$ cat src/rtl/iob_reset_manager_pkg.sv
// Shared types and constants for the IOb reset manager and its synchroniser.
package iob_reset_manager_pkg;

  // Sequencer states: hold everything, release channels one by one, running.
  typedef enum logic [1:0] {
    ASSERT  = 2'd0,
    RELEASE = 2'd1,
    RUN     = 2'd2
  } state_t;

  // Encoding reported on cause_o for the most recent reset.
  localparam logic [1:0] CAUSE_PIN  = 2'b00;
  localparam logic [1:0] CAUSE_SW   = 2'b01;
  localparam logic [1:0] CAUSE_WDOG = 2'b10;

  // Width of an index that can address channels 0..n-1 (at least one bit).
  function automatic int unsigned idx_width(input int unsigned n);
    if (n <= 32'd2) begin
      return 32'd1;
    end else begin
      return $clog2(n);
    end
  endfunction

endpackage

$ cat src/rtl/iob_reset_sync.sv
// Reset synchroniser: assertion is asynchronous, deassertion is delayed by
// SYNC_STAGES clock edges so downstream logic sees a clean release.
module iob_reset_sync #(
  parameter int unsigned SYNC_STAGES = 32'd2
) (
  input  logic clk,
  input  logic resetn,
  output logic rst_sync_n_o
);

  logic [SYNC_STAGES-1:0] sync_q;
  logic [SYNC_STAGES-1:0] sync_d;

  // Shift a constant one towards the output.
  always_comb begin
    sync_d = {sync_q[SYNC_STAGES-2:0], 1'b1};
  end

  // Chain is cleared the instant the board reset asserts.
  always_ff @(posedge clk or negedge resetn) begin
    if (!resetn) begin
      sync_q <= '0;
    end else begin
      sync_q <= sync_d;
    end
  end

  assign rst_sync_n_o = sync_q[SYNC_STAGES-1];

endmodule

$ cat src/rtl/iob_reset_manager.sv
// N-channel reset sequencer: synchronises the board reset, stretches it,
// then releases rst_o[0..N_RST-1] in order with a fixed stagger.
// A software request (or the optional watchdog) restarts the sequence and
// cause_o records why the last reset happened.
// Optional watchdog: define IOB_RESET_MANAGER_WDOG_EN to build it in.
module iob_reset_manager
  import iob_reset_manager_pkg::*;
#(
  parameter int unsigned N_RST       = 32'd2,
  parameter int unsigned CNT_W       = 32'd16,
  parameter int unsigned STRETCH     = 32'd65535,
  parameter int unsigned STAGGER     = 32'd16,
  parameter int unsigned SYNC_STAGES = 32'd2,
  parameter int unsigned WDOG_CYCLES = 32'd1000000
) (
  input  logic             clk,
  input  logic             resetn,
  input  logic             sw_rst_req_i,
  input  logic             wdog_kick_i,
  output logic [N_RST-1:0] rst_o,
  output logic             done_o,
  output logic [1:0]       cause_o
);

  localparam int unsigned     IDX_W       = idx_width(N_RST);
  localparam logic [CNT_W-1:0] STRETCH_RLD = CNT_W'(STRETCH - 32'd1);
  localparam logic [CNT_W-1:0] STAGGER_RLD = (STAGGER == 32'd0) ? '0 : CNT_W'(STAGGER - 32'd1);
  localparam logic [IDX_W-1:0] LAST_IDX    = IDX_W'(N_RST - 32'd1);

  state_t             state_q, state_d;
  logic [CNT_W-1:0]   cnt_q, cnt_d;
  logic [IDX_W-1:0]   idx_q, idx_d;
  logic [N_RST-1:0]   rst_q, rst_d;
  logic               done_q, done_d;
  logic [1:0]         cause_q, cause_d;
  logic               rst_sync_n_s;
  logic               wdog_fire_s;

  iob_reset_sync #(
    .SYNC_STAGES (SYNC_STAGES)
  ) u_sync (
    .clk          (clk),
    .resetn       (resetn),
    .rst_sync_n_o (rst_sync_n_s)
  );

`ifdef IOB_RESET_MANAGER_WDOG_EN
  localparam int unsigned     WD_W    = $clog2(WDOG_CYCLES + 32'd1);
  localparam logic [WD_W-1:0] WD_LAST = WD_W'(WDOG_CYCLES - 32'd1);

  logic [WD_W-1:0] wdog_q, wdog_d;

  // Watchdog counts only while running; a kick in the expiry cycle wins.
  always_comb begin
    wdog_d      = wdog_q;
    wdog_fire_s = 1'b0;
    if ((state_q != RUN) || wdog_kick_i) begin
      wdog_d = '0;
    end else if (wdog_q == WD_LAST) begin
      wdog_d      = '0;
      wdog_fire_s = 1'b1;
    end else begin
      wdog_d = wdog_q + WD_W'(1);
    end
  end

  // Watchdog counter register.
  always_ff @(posedge clk or negedge resetn) begin
    if (!resetn) begin
      wdog_q <= '0;
    end else begin
      wdog_q <= wdog_d;
    end
  end
`else
  logic unused_wdog_s;

  assign wdog_fire_s   = 1'b0;
  assign unused_wdog_s = wdog_kick_i ^ (WDOG_CYCLES == 32'd0);
`endif

  // Sequencer: restart on request, otherwise stretch then release in order.
  always_comb begin
    state_d = state_q;
    cnt_d   = cnt_q;
    idx_d   = idx_q;
    rst_d   = rst_q;
    done_d  = done_q;
    cause_d = cause_q;
    if (sw_rst_req_i || wdog_fire_s) begin
      // Reloading every cycle keeps the reset asserted while the request is held.
      state_d = ASSERT;
      cnt_d   = STRETCH_RLD;
      idx_d   = '0;
      rst_d   = '1;
      done_d  = 1'b0;
      cause_d = sw_rst_req_i ? CAUSE_SW : CAUSE_WDOG;
    end else if (!rst_sync_n_s) begin
      // Synchronised reset still active: hold the reload values.
      state_d = state_q;
    end else begin
      case (state_q)
        ASSERT: begin
          if (cnt_q == '0) begin
            rst_d[0] = 1'b0;
            if ((N_RST == 32'd1) || (STAGGER == 32'd0)) begin
              rst_d   = '0;
              state_d = RUN;
              done_d  = 1'b1;
            end else begin
              state_d = RELEASE;
              idx_d   = IDX_W'(1);
              cnt_d   = STAGGER_RLD;
            end
          end else begin
            cnt_d = cnt_q - CNT_W'(1);
          end
        end
        RELEASE: begin
          if (cnt_q == '0) begin
            rst_d[idx_q] = 1'b0;
            if (idx_q == LAST_IDX) begin
              state_d = RUN;
              done_d  = 1'b1;
            end else begin
              idx_d = idx_q + IDX_W'(1);
              cnt_d = STAGGER_RLD;
            end
          end else begin
            cnt_d = cnt_q - CNT_W'(1);
          end
        end
        RUN: begin
          rst_d  = '0;
          done_d = 1'b1;
        end
        default: begin
          state_d = ASSERT;
          cnt_d   = STRETCH_RLD;
          idx_d   = '0;
          rst_d   = '1;
          done_d  = 1'b0;
        end
      endcase
    end
  end

  // Sequencer state and registered outputs; board reset forces all resets on.
  always_ff @(posedge clk or negedge resetn) begin
    if (!resetn) begin
      state_q <= ASSERT;
      cnt_q   <= STRETCH_RLD;
      idx_q   <= '0;
      rst_q   <= '1;
      done_q  <= 1'b0;
      cause_q <= CAUSE_PIN;
    end else begin
      state_q <= state_d;
      cnt_q   <= cnt_d;
      idx_q   <= idx_d;
      rst_q   <= rst_d;
      done_q  <= done_d;
      cause_q <= cause_d;
    end
  end

  assign rst_o   = rst_q;
  assign done_o  = done_q;
  assign cause_o = cause_q;

endmodule

$ cat config.mk
export PLATFORM = sky130hd
export DESIGN_NAME = iob_reset_manager
export DESIGN_NICKNAME = d
export VERILOG_FILES = /design/src/rtl/iob_reset_manager_pkg.sv /design/src/rtl/iob_reset_sync.sv /design/src/rtl/iob_reset_manager.sv
export SDC_FILE = /design/constraint.sdc
export NUM_CORES = 1
export LEC_CHECK = 0
export BUFFER_PORTS_ARGS = -buffer_cell sky130_fd_sc_hd__buf_2
export CELL_PAD_IN_SITES_DETAIL_PLACEMENT = 1
export CELL_PAD_IN_SITES_GLOBAL_PLACEMENT = 2
export CORE_ASPECT_RATIO = 0.75
export CORE_MARGIN = 5
export CORE_UTILIZATION = 35
export DETAILED_ROUTE_END_ITERATION = 10
export PLACE_DENSITY_LB_ADDON = 0.1
export SYNTH_ARGS = -nofsm -noshare
export SYNTH_HDL_FRONTEND = slang
export SYNTH_SLANG_ARGS = --single-unit
$ cat constraint.sdc
create_clock -name clk -period 2.4 [get_ports clk]
set_input_delay 0.12 -clock clk [delete_from_list [all_inputs] [get_ports clk]]
set_output_delay 0.12 -clock clk [all_outputs]
set_load 0.03 [all_outputs]
== Word-level counts from Yosys, hierarchy flattened ==
Index checks and enable logic that the tools add are counted.

* Latch bits: 0
* Bits in read-only memories: 0
* Word-level logic and storage cells: 63
* Input bits: 4
* RAM bits: 0
* Flip-flop bits (word level): 25
* Output and inout bits: 5
* Memories: 0

* Muxes and demuxes: 31
* Divide/modulo/power cells: 0
* Eq/ne operators: 8
* Multipliers: 0
* Bitwise operators: 2
* Add/sub/neg operators: 2
* $lt $le $gt $ge: 2
* Shift-type cells: 0
* Reductions and logical operators: 10

{| class="wikitable"
|+ Operator list
! kind !! count
|-
| 16-bit two-way mux || 5
|-
| 16-bit one-hot mux with 3 select lines || 1
|-
| 16-bit logical NOT || 1
|-
| 2-bit two-way mux || 8
|-
| 16-bit by 1-bit subtractor with 16-bit output (second input constant) || 1
|-
| 1-bit one-hot mux with 3 select lines || 4
|-
| 1-bit two-way mux || 11
|-
| 3-bit != test (second input constant) || 3
|-
| 3-bit AND reduction || 3
|-
| 4-bit AND reduction || 2
|-
| 2-bit one-hot mux with 3 select lines || 1
|-
| 5-bit AND reduction || 1
|-
| 2-bit != test (second input constant) || 2
|-
| 4-bit != test (second input constant) || 1
|-
| 2-bit AND || 1
|-
| 2-bit by 1-bit equality test with 1-bit output (second input constant) || 1
|-
| 2-bit equality test (second input constant) || 1
|-
| 2-bit logical NOT || 1
|-
| 1-bit by 2-bit less-than comparator with 1-bit output (second input constant) || 1
|-
| 2-bit inverter || 1
|-
| 2-bit nonzero test || 1
|-
| 1-bit adder (second input constant) || 1
|-
| 1-bit demux with 1-bit select || 1
|-
| 1-bit >= comparator (second input constant) || 1
|-
| 1-bit logical AND || 1
|}

== Depth between registers and ports, before layout ==
Gate-level depths: netlist (run 1).

* Depth in word-level cells: 10
* Mapped depth: 8
* Depth with buffers taken out: 6

== By module ==
A second synthesis (run 1) with hierarchy kept.

* Cells, all modules: 166
* Area total of the unflattened synthesis: 1515.2 µm²

{| class="wikitable"
|+ By module, submodules not included
! module !! seq. area each (µm²) !! area an instance (µm²) !! cells an instance !! times used
|-
| iob_reset_manager || 596.8 || 1461.4 || 163 || 1
|-
| iob_reset_sync || 50.0 || 53.8 || 3 || 1
|}

== Worst setup path after synthesis (run 1) ==
OpenSTA, ideal clock, no wires.

* Path kind: flip-flop to flip-flop
* From: register cnt_q[0]
* To: register state_q[0]
* Path buffers: 2
* Clock period less this slack: 2.393 ns
* Data required time: 2.268 ns
* Cell stages (with the launch flop): 9
* Data arrival time: 2.261 ns
* Setup slack: 0.007 ns
* Library setup time: 0.132 ns
* Path through: dfrtp_1 inv_1 ha_1 or4b_2 or4_4 buf_6 buf_8 a221oi_2 o22ai_1

* Cells in the longest elaborated chain, start to end: 3
* Elaborated cells on any way between the ends: 4
* Classes of those cells: 2 x eq/ne; 2 x reduce/logical

{| class="wikitable"
|+ Ends and longest elaborated chain
! what !! line !! RTL
|-
| start: declaration || iob_reset_manager.sv:31 || <nowiki>logic [CNT_W-1:0] cnt_q, cnt_d;</nowiki>
|-
| start signal: assignment || iob_reset_manager.sv:159 || <nowiki>cnt_q <= cnt_d;</nowiki>
|-
| 16-bit logical NOT * || iob_reset_manager.sv:104, iob_reset_manager.sv:120 ||
|-
| 3-bit != test (no source line) || n/a ||
|-
| 5-bit AND reduction (no source line) * || n/a ||
|-
| end signal: assignment || iob_reset_manager.sv:158 || <nowiki>state_q <= state_d;</nowiki>
|-
| end: declaration || iob_reset_manager.sv:30 || <nowiki>state_t state_q, state_d;</nowiki>
|}

Every way passes the cells marked *; elsewhere a longest branch is shown, timed or not.
A chain may end at the register's enable or synchronous reset.

== Worst setup path after layout (run 1) ==
* From: register cnt_q[1]
* To: register done_q, in the netlist done_o

* Cells in the longest elaborated chain, start to end: 3

{| class="wikitable"
|+ Ends and longest elaborated chain
! what !! line !! RTL
|-
| 16-bit logical NOT || iob_reset_manager.sv:120 || <nowiki>if (cnt_q == '0) begin</nowiki>
|-
| 3-bit != test (no source line) || n/a ||
|-
| 4-bit AND reduction (no source line) || n/a ||
|-
| end signal: assignment || iob_reset_manager.sv:162 || <nowiki>done_q <= done_d;</nowiki>
|-
| end: declaration || iob_reset_manager.sv:34 || <nowiki>logic done_q, done_d;</nowiki>
|}

Every way passes these cells.

==> results of run 1 <==
[repair_timing]
item	in CTS	in global routing
resized for setup	0	4
hold buffers	1	0
setup endpoints to repair	0	13
setup buffers	0	2
endpoints found under the hold margin	8	0
[Yosys cell counts (all sizes together), types with 2 or more instances]
| master | instances |
|---|---|
| or3 | 5 |
| o2111ai | 4 |
| nor2b | 2 |
| o22ai | 2 |
| o41ai | 2 |
| nor3 | 13 |
| inv | 9 |
| o31ai | 3 |
| a211oi | 4 |
| a311oi | 3 |
| or2 | 4 |
| dfstp | 17 |
| nand2 | 3 |
| dfrtp | 8 |
| nor4 | 3 |
| o211ai | 6 |
| or4 | 3 |
| ha | 5 |
| a21oi | 9 |
| o21ai | 6 |
| o2bb2ai | 7 |
| buf | 5 |
| a31oi | 5 |
| nor2 | 10 |
| conb | 2 |
| clkbuf | 8 |
[state kept, by name, indices dropped and copies added (netlist names)]
signal and count:
idx_q 1, cause_o 1, done_o 1, cnt_q 16, rst_o 2, state_q 2
u_sync.sync_q 2
[worst max-delay path: stages (launching register included)]
cell	delay (ns)
sky130_fd_sc_hd__dfstp_2	0.38
sky130_fd_sc_hd__inv_1	0.08
sky130_fd_sc_hd__ha_2	0.17
sky130_fd_sc_hd__or4b_4	0.46
sky130_fd_sc_hd__or4_4	0.61
sky130_fd_sc_hd__buf_4	0.18
sky130_fd_sc_hd__o211ai_1	0.16
sky130_fd_sc_hd__o311ai_1	0.13
[final cells by class]
| type | count | area [um^2] | share of cell area (%) |
|---|---|---|---|
| inverter | 9 | 33.8 | 1.84 |
| multi-input combinational | 119 | 842 | 45.8 |
| sequential | 25 | 647 | 35.1 |
| clock buffer | 4 | 45.0 | 2.45 |
| tap | 57 | 71.3 | 3.87 |
| timing repair buffer | 28 | 201 | 10.9 |
[through the flow]
stage          cell area (um^2)  cells
2_1_floorplan              1600    166
3_3_place_gp               1760    235
3_5_place_dp               1760    235
4_1_cts                    1820    240
5_1_grt                    1840    242
6_report                   1840    242
[metal layers]
layer	GRT usage [%]	up-vias	share of wire [%]
met5	0	-	0
met2	25.4	15	45
met1	24.0	706	52
li1	-	686	-
met3	2.85	4	2.0
met4	3.58	0	0.65
[power by group through the flow]
stage	registers (mW)	logic, mW	clock network [mW]
6_report	0.524	0.381	0.251
3_5_place_dp	0.530	0.375	0
5_1_grt	0.528	0.427	0.289
2_1_floorplan	0.550	0.227	0
4_1_cts	0.522	0.379	0.275
3_3_place_gp	0.525	0.366	0
[placed cells by master, fill, tap and decap left out, types with 5 or more instances in the layout]
| cell | instances |
|---|---|
| sky130_fd_sc_hd__buf_4 | 20 |
| sky130_fd_sc_hd__dfstp_2 | 17 |
| sky130_fd_sc_hd__nor3_1 | 13 |
| sky130_fd_sc_hd__nor2_1 | 10 |
| sky130_fd_sc_hd__a21oi_1 | 9 |
| sky130_fd_sc_hd__inv_1 | 8 |
| sky130_fd_sc_hd__dfrtp_1 | 8 |
| sky130_fd_sc_hd__o2bb2ai_1 | 7 |
| sky130_fd_sc_hd__o211ai_1 | 6 |
| sky130_fd_sc_hd__buf_2 | 6 |
| sky130_fd_sc_hd__or3_1 | 5 |
| sky130_fd_sc_hd__a31oi_1 | 5 |
[worst min-delay path by stage]
stage / start / endpoint / slack, ns / cells after the start
2_1_floorplan: resetn / cause_o[0] / -0.18 / 0
3_3_place_gp: resetn / u_sync.sync_q[0] / 0.14 / 1
3_5_place_dp: resetn / cnt_q[0] / 0.15 / 1
4_1_cts: sw_rst_req_i / cause_o[0] / 0.23 / 2
5_1_grt: sw_rst_req_i / cause_o[0] / 0.25 / 2
6_report: sw_rst_req_i / cause_o[0] / 0.23 / 2
[logic make-up (layout without fill, tap and decap cells)]
logic type	Yosys count	in the layout	share of synthesized area, %
AND/OR/NAND/NOR	50	50	17.9
multiplexers	1	1	0.625
buffers and inverters	22	41	7.49
other	2	2	0.469
adder cells (fa/ha/maj)	5	5	3.90
AO/OA/AOI/OAI	61	61	29.3
flip-flops	25	25	40.4
==> results.md, run 1 <==
- Status: finished clean
- Clock skew: 0.0130 ns
- Standard cell core area: 4440 um^2
- Post-layout total power: 1.16 mW
- Clock transition at the registers of the reported paths: 0.09 ns
- Class of the most critical hold timing path: in2reg
- Shortest clock period the worst path allows after layout: 2.30 ns
- Launch instance of the worst register-to-register path: cnt_q[1]
- Die Width: 88.1 um
- Die Span Y: 68.6 um
- Nets in the synthesized netlist: 175
- # setup viols final: 0
- Max_slew headroom: 55.0%
- Crit start category: register
- Share of power burned in registers: 45.3%
- Power per Cell Area: 628 nW/um^2
- Top area cells in the synthesized netlist: sky130_fd_sc_hd__dfstp_2 (28%), sky130_fd_sc_hd__dfrtp_1 (12%), sky130_fd_sc_hd__nor3_1 (4.1%)
- # fillers: 522
- Crit path DAT: 2.44 ns
- Post-route clock period utilization: 95.7%
- Number of flip-flops and latches in the synthesized netlist: 25
- Global router's overall resource usage: 16.4%
- Psw: 0.402 mW
- Number of top-level design ports: 9
- Layout cells sized above 1: 33.0%
- Worst ir drop on vdd: 0.000345 V
- Setup CP Type: reg2reg
- Count of yosys warnings during synthesis: 0
- Static leakage: 0.647 nW
- Worst-margin pin slew: 0.673 ns
- Hold slack: 0.228 ns
- Count of final hold-check violations: 0
- Terminus of the critical flop-to-flop path: done_o
- Total count of max-transition violations in the final report: 0
- Worst slack, placed: 0.0226 ns
- Min setup slack post-route: 0.104 ns
- Kind of capture point of the worst setup path: register
- DRT antenna net count: 0
- Clock Latency Late Sink: 0.27 ns
- Rows: 21
- Worst Path Max Fanout: 7
- Initial DRC count: 78
- Proportion of power drawn by the clock network: 21.7%
- Detailed Routing Iterations Pass 1: 4
- Data required, critical path: 2.54 ns
- Number of cell instances on the worst register-to-register path: 7
- Total die area: 6050 um^2
- Share of total power in combinational logic: 33.0%
- Fmax: 436 MHz
- First-pass GRT wire length: 7.63 mm
- Buffer type at the clock tree root: sky130_fd_sc_hd__clkbuf_8
- Number of synthesized flops with an enable pin: 0
- Post-layout net count: 195
- CTS tree: yes
- Final weighted congestion in routability-driven placement: 0.785
- Residual DRC: 0
- RSZ-0062 raised after global routing: no
- Largest net degree at the start of global routing: 26
- Largest area contributor in the netlist: sky130_fd_sc_hd__dfstp_2
- Number of global-route vias before repair: 1506
- Total of buffers placed on input and output ports: 6
- HPWL Detailed: 3.35 mm
- Total number of vias: 1411
- Sequential share of the synthesized area: 40.4%
- Total routed wirelength: 4.47 mm
- Via-to-Cell Ratio: 5.83
- CTS sink count: 25
- Switching part of the total: 34.8%
- Antenna diode count: 0
- Synthesized netlist cell count: 166
- Sum Neg Setup Slack: 0 ns
- Leftover overflow at the end of global routing: 0
- Register-to-Register Setup Slack: 0.10 ns
- Crit path launch: cnt_q[1]
- Effective utilization at floorplan: 36.1%
- Maximum clock path buffer count: 2
- Top flip-flop cell by instance count after synthesis: sky130_fd_sc_hd__dfstp_2
- Initial antenna violation count: 0
- Clock H-tree levels: 1
- Per-instance average area after synthesis: 9.66 um^2
- Max-cap viol count: 0
- Count of cell types in the netlist: 52
- Asr flop ratio synth: 100%
- Capture point of the critical path: done_o
- Area growth from synthesis to final layout: 14.8%
- Number of buffers inserted during clock tree synthesis: 3
- Post-Syn Area: 1600 um^2
- Average routed wire per standard cell: 18.5 um
- Cell-internal power: 0.754 mW
- Area fraction of the dominant cell type after synthesis: 27.9%
- Share of the core filled with cells in the final layout: 41.4%
Power figures use the tool's default switching activity.
==> inputs of run 2 (changes only) <==
CORE_UTILIZATION = 34   (was 35)
CTS_CLUSTER_SIZE = 24   (was default)
SYNTH_HIERARCHICAL = 1   (was default)
==> results.md, run 2 <==
- Data required, critical path: 2.62 ns (+0.08 ns)
- Sum Neg Setup Slack: 0 ns (unchanged)
- # setup viols final: 0 (unchanged)
- Total count of max-transition violations in the final report: 0 (unchanged)
- Share of the core filled with cells in the final layout: 39.3% (-2.1 points)
- Hold slack: 0.174 ns (-0.0541 ns)
- Number of synthesized flops with an enable pin: 0 (unchanged)
- Sequential share of the synthesized area: 42.7% (+2.3 points)
- Static leakage: 0.632 nW (-2.2%)
- CTS tree: yes
- Number of buffers inserted during clock tree synthesis: 3 (unchanged)
- Min setup slack post-route: 0.114 ns (+0.00978 ns)
- Post-Syn Area: 1520 um^2 (-5.5%)
- Max-cap viol count: 0 (unchanged)
- Total number of vias: 1300 (-7.9%)
- Initial antenna violation count: 0 (unchanged)
- Total of buffers placed on input and output ports: 6 (unchanged)
- Shortest clock period the worst path allows after layout: 2.29 ns (-0.00978 ns)
- Crit start category: register
- Top flip-flop cell by instance count after synthesis: sky130_fd_sc_hd__dfstp_2
- Crit path DAT: 2.51 ns (+0.07 ns)
- Adder and majority cell fraction of the synthesized area: 4.13% (+0.23 points)
- Standard cell core area: 4390 um^2 (-1.2%)
- Number of top-level design ports: 9 (unchanged)
- Flip-flop count of the largest register after layout: 16 (unchanged)
- Clock H-tree levels: 1 (unchanged)
- Parity-gate share of the synthesized area counting xor and xnor cells: 0% (unchanged)
- Fmax: 437 MHz (+0.43%)
- DRT antenna net count: 0 (unchanged)
- Power per Cell Area: 725 nW/um^2 (+15%)
- Worst-margin pin slew: 0.601 ns (-0.0716 ns)
- Post-layout total power: 1.25 mW (+8.2%)
- Leading cell type by number of instances after synthesis: sky130_fd_sc_hd__dfstp_2
- Post-layout net count: 190 (-2.6%)
- Total routed wirelength: 4.15 mm (-7.2%)
- Multiplexer share of the synthesized area: 1.32% (+0.70 points)
- Most frequent standard cell in the layout excluding fill and tap cells: sky130_fd_sc_hd__dfstp_2
- Antenna diode count: 0 (unchanged)
- Clock skew: 0.00169 ns (-0.0113 ns)
- Combinational family with the most area after synthesis: simple AND/OR/NAND/NOR gates
- Max_slew headroom: 59.9% (+4.9 points)
- Clock Latency Late Sink: 0.27 ns (about the same)
- Largest area contributor in the netlist: sky130_fd_sc_hd__dfstp_2
- Die Width: 87.1 um (-1.2%)
- Global router's overall resource usage: 15.8% (-0.61 points)
- Nets in the synthesized netlist: 175 (unchanged)
- Count of cell types in the netlist: 48 (-7.7%)
- Worst slack, placed: 0.00226 ns (-0.0204 ns)
- Kind of capture point of the worst setup path: register
- Per-instance average area after synthesis: 9.13 um^2 (-5.5%)
- Maximum clock path buffer count: 2 (unchanged)
- Worst ir drop on vdd: 0.000334 V (-3.3%)
- Number of global-route vias before repair: 1398 (-7.2%)
- Area growth from synthesis to final layout: 13.9%
- Register with the highest flop count: cnt_q
- Most frequent cells after synthesis: sky130_fd_sc_hd__dfstp_2 (17), sky130_fd_sc_hd__nor2_1 (15), sky130_fd_sc_hd__o21ai_0 (14), sky130_fd_sc_hd__a21oi_1 (13), sky130_fd_sc_hd__nand2_1 (13)
- Total die area: 5910 um^2 (-2.3%)
- Initial DRC count: 42 (-46%)
- Leftover overflow at the end of global routing: 0 (unchanged)
- Class of the most critical hold timing path: in2reg
- HPWL Detailed: 3.16 mm (-5.7%)
- Detailed Routing Iterations Pass 1: 5 (+1)
- Buffer type at the clock tree root: sky130_fd_sc_hd__clkbuf_8
- Top area cells in the synthesized netlist: sky130_fd_sc_hd__dfstp_2 (29%), sky130_fd_sc_hd__dfrtp_1 (13%), sky130_fd_sc_hd__o21ai_0 (4.6%)
- Residual DRC: 0 (unchanged)
- Count of yosys warnings during synthesis: 6 (+6)
- Count of final hold-check violations: 0 (unchanged)
- Effective utilization at floorplan: 34.5% (-1.6 points)
- Average routed wire per standard cell: 17.5 um (-5.2%)
- Layout cells sized above 1: 28.3% (-4.6 points)
- Worst Path Max Fanout: 9 (+2)
- Commonest cells after routing, fill and taps aside: sky130_fd_sc_hd__dfstp_2 (17), sky130_fd_sc_hd__nor2_1 (15), sky130_fd_sc_hd__o21ai_0 (14)
- Asr flop ratio synth: 100% (unchanged)
- Synthesized netlist cell count: 166 (unchanged)
- Final weighted congestion in routability-driven placement: 0.823 (+4.9%)
- Synth Area in Simple Gates: 24.7% (+6.8 points)
- Clock transition at the registers of the reported paths: 0.09 ns (about the same)
- Post-route clock period utilization: 95.2% (-0.41 points)
- Die Span Y: 67.8 um (-1.2%)
- Setup CP Type: reg2reg
- Synthesized-area fraction occupied by ao, oa, aoi and oai cells: 22.5% (-6.8 points)
- Via-to-Cell Ratio: 5.49 (-5.9%)
- Status: finished clean
- Largest net degree at the start of global routing: 26 (unchanged)
- First-pass GRT wire length: 7.16 mm (-6.1%)
- CTS sink count: 25 (unchanged)
- Area fraction of the dominant cell type after synthesis: 29.5% (+1.6 points)
- Rows: 21 (unchanged)
- Number of flip-flops and latches in the synthesized netlist: 25 (unchanged)
[run 2: cell count changes after synthesis, moves of 5 or more]
cell / previous run / this run
sky130_fd_sc_hd__o21ai_0: 4 / 14
sky130_fd_sc_hd__nand2_1: 3 / 13
sky130_fd_sc_hd__o211ai_1: 6 / 1
sky130_fd_sc_hd__nand3_1: 1 / 6
sky130_fd_sc_hd__nor3_1: 13 / 6
sky130_fd_sc_hd__o2bb2ai_1: 7 / 2
sky130_fd_sc_hd__nor2_1: 10 / 15
[run 2: timing repair]
action	4_1_cts	5_1_grt
endpoints found under the setup margin	1	10
hold buffers	1	0
gates cloned	0	0
hold endpoints to repair	8	0
pin swaps	0	2
resized for setup	1	3
setup buffers	0	1
[run 2: layout make-up]
cell class | count | area [um^2]
Fill cell | 522 | 2660
Multi-Input combinational cell | 128 | 827
Sequential cell | 25 | 647
Timing Repair Buffer | 16 | 108
Tap cell | 57 | 71.3
Clock buffer | 3 | 41.3
Inverter | 7 | 26.3
Clock inverter | 1 | 5.00
[run 2: where the power goes]
part           internal (mW)  switching [mW]
combinational          0.165           0.286
sequential             0.496          0.0458
clock                  0.116           0.143
[run 2: kinds of logic after synthesis]
family                   Yosys count
multiplexers                       2
adder cells (fa/ha/maj)            5
AO/OA/AOI/OAI                     52
buffers and inverters             13
AND/OR/NAND/NOR                   67
flip-flops                        25
other                              2
[run 2: through the flow]
stage                     cells  instance area [um^2]
final                       237                  1730
after detailed placement    231                  1640
after CTS                   236                  1700
after global placement      231                  1640
after floorplan             166                  1520
after global routing        237                  1730
[run 2: path summary, 6_finish.rpt]
kind,start,slack (ns),cells after the start,to
hold / removal,sw_rst_req_i,0.17,2,done_o
max in group asynchronous,resetn,1.63,2,idx_q
setup / recovery,cnt_q[0],0.11,9,cnt_q[7]
hold reg to reg,u_sync/sync_q[0],0.37,0,u_sync/sync_q[1]
min in group asynchronous,resetn,0.38,2,cause_o[0]
setup reg to reg,cnt_q[0],0.11,9,cnt_q[7]
[run 2: routing by layer]
layer | global-route usage (%) | up-vias | part of all wire [%]
li1 | - | 638 | -
met1 | 21.9 | 647 | 51
met2 | 25.8 | 13 | 46
met3 | 3.25 | 2 | 2.6
met4 | 2.92 | 0 | 0.55
met5 | 0 | - | 0
[run 2: critical path, stage by stage, from the launching register on]
cell,delay [ns]
sky130_fd_sc_hd__dfrtp_1,0.41
sky130_fd_sc_hd__inv_1,0.14
sky130_fd_sc_hd__ha_4,0.16
sky130_fd_sc_hd__or4b_4,0.50
sky130_fd_sc_hd__nor4_4,0.29
sky130_fd_sc_hd__buf_4,0.19
sky130_fd_sc_hd__a21o_2,0.18
sky130_fd_sc_hd__buf_4,0.18
sky130_fd_sc_hd__o21ai_0,0.10
sky130_fd_sc_hd__nand2_1,0.08
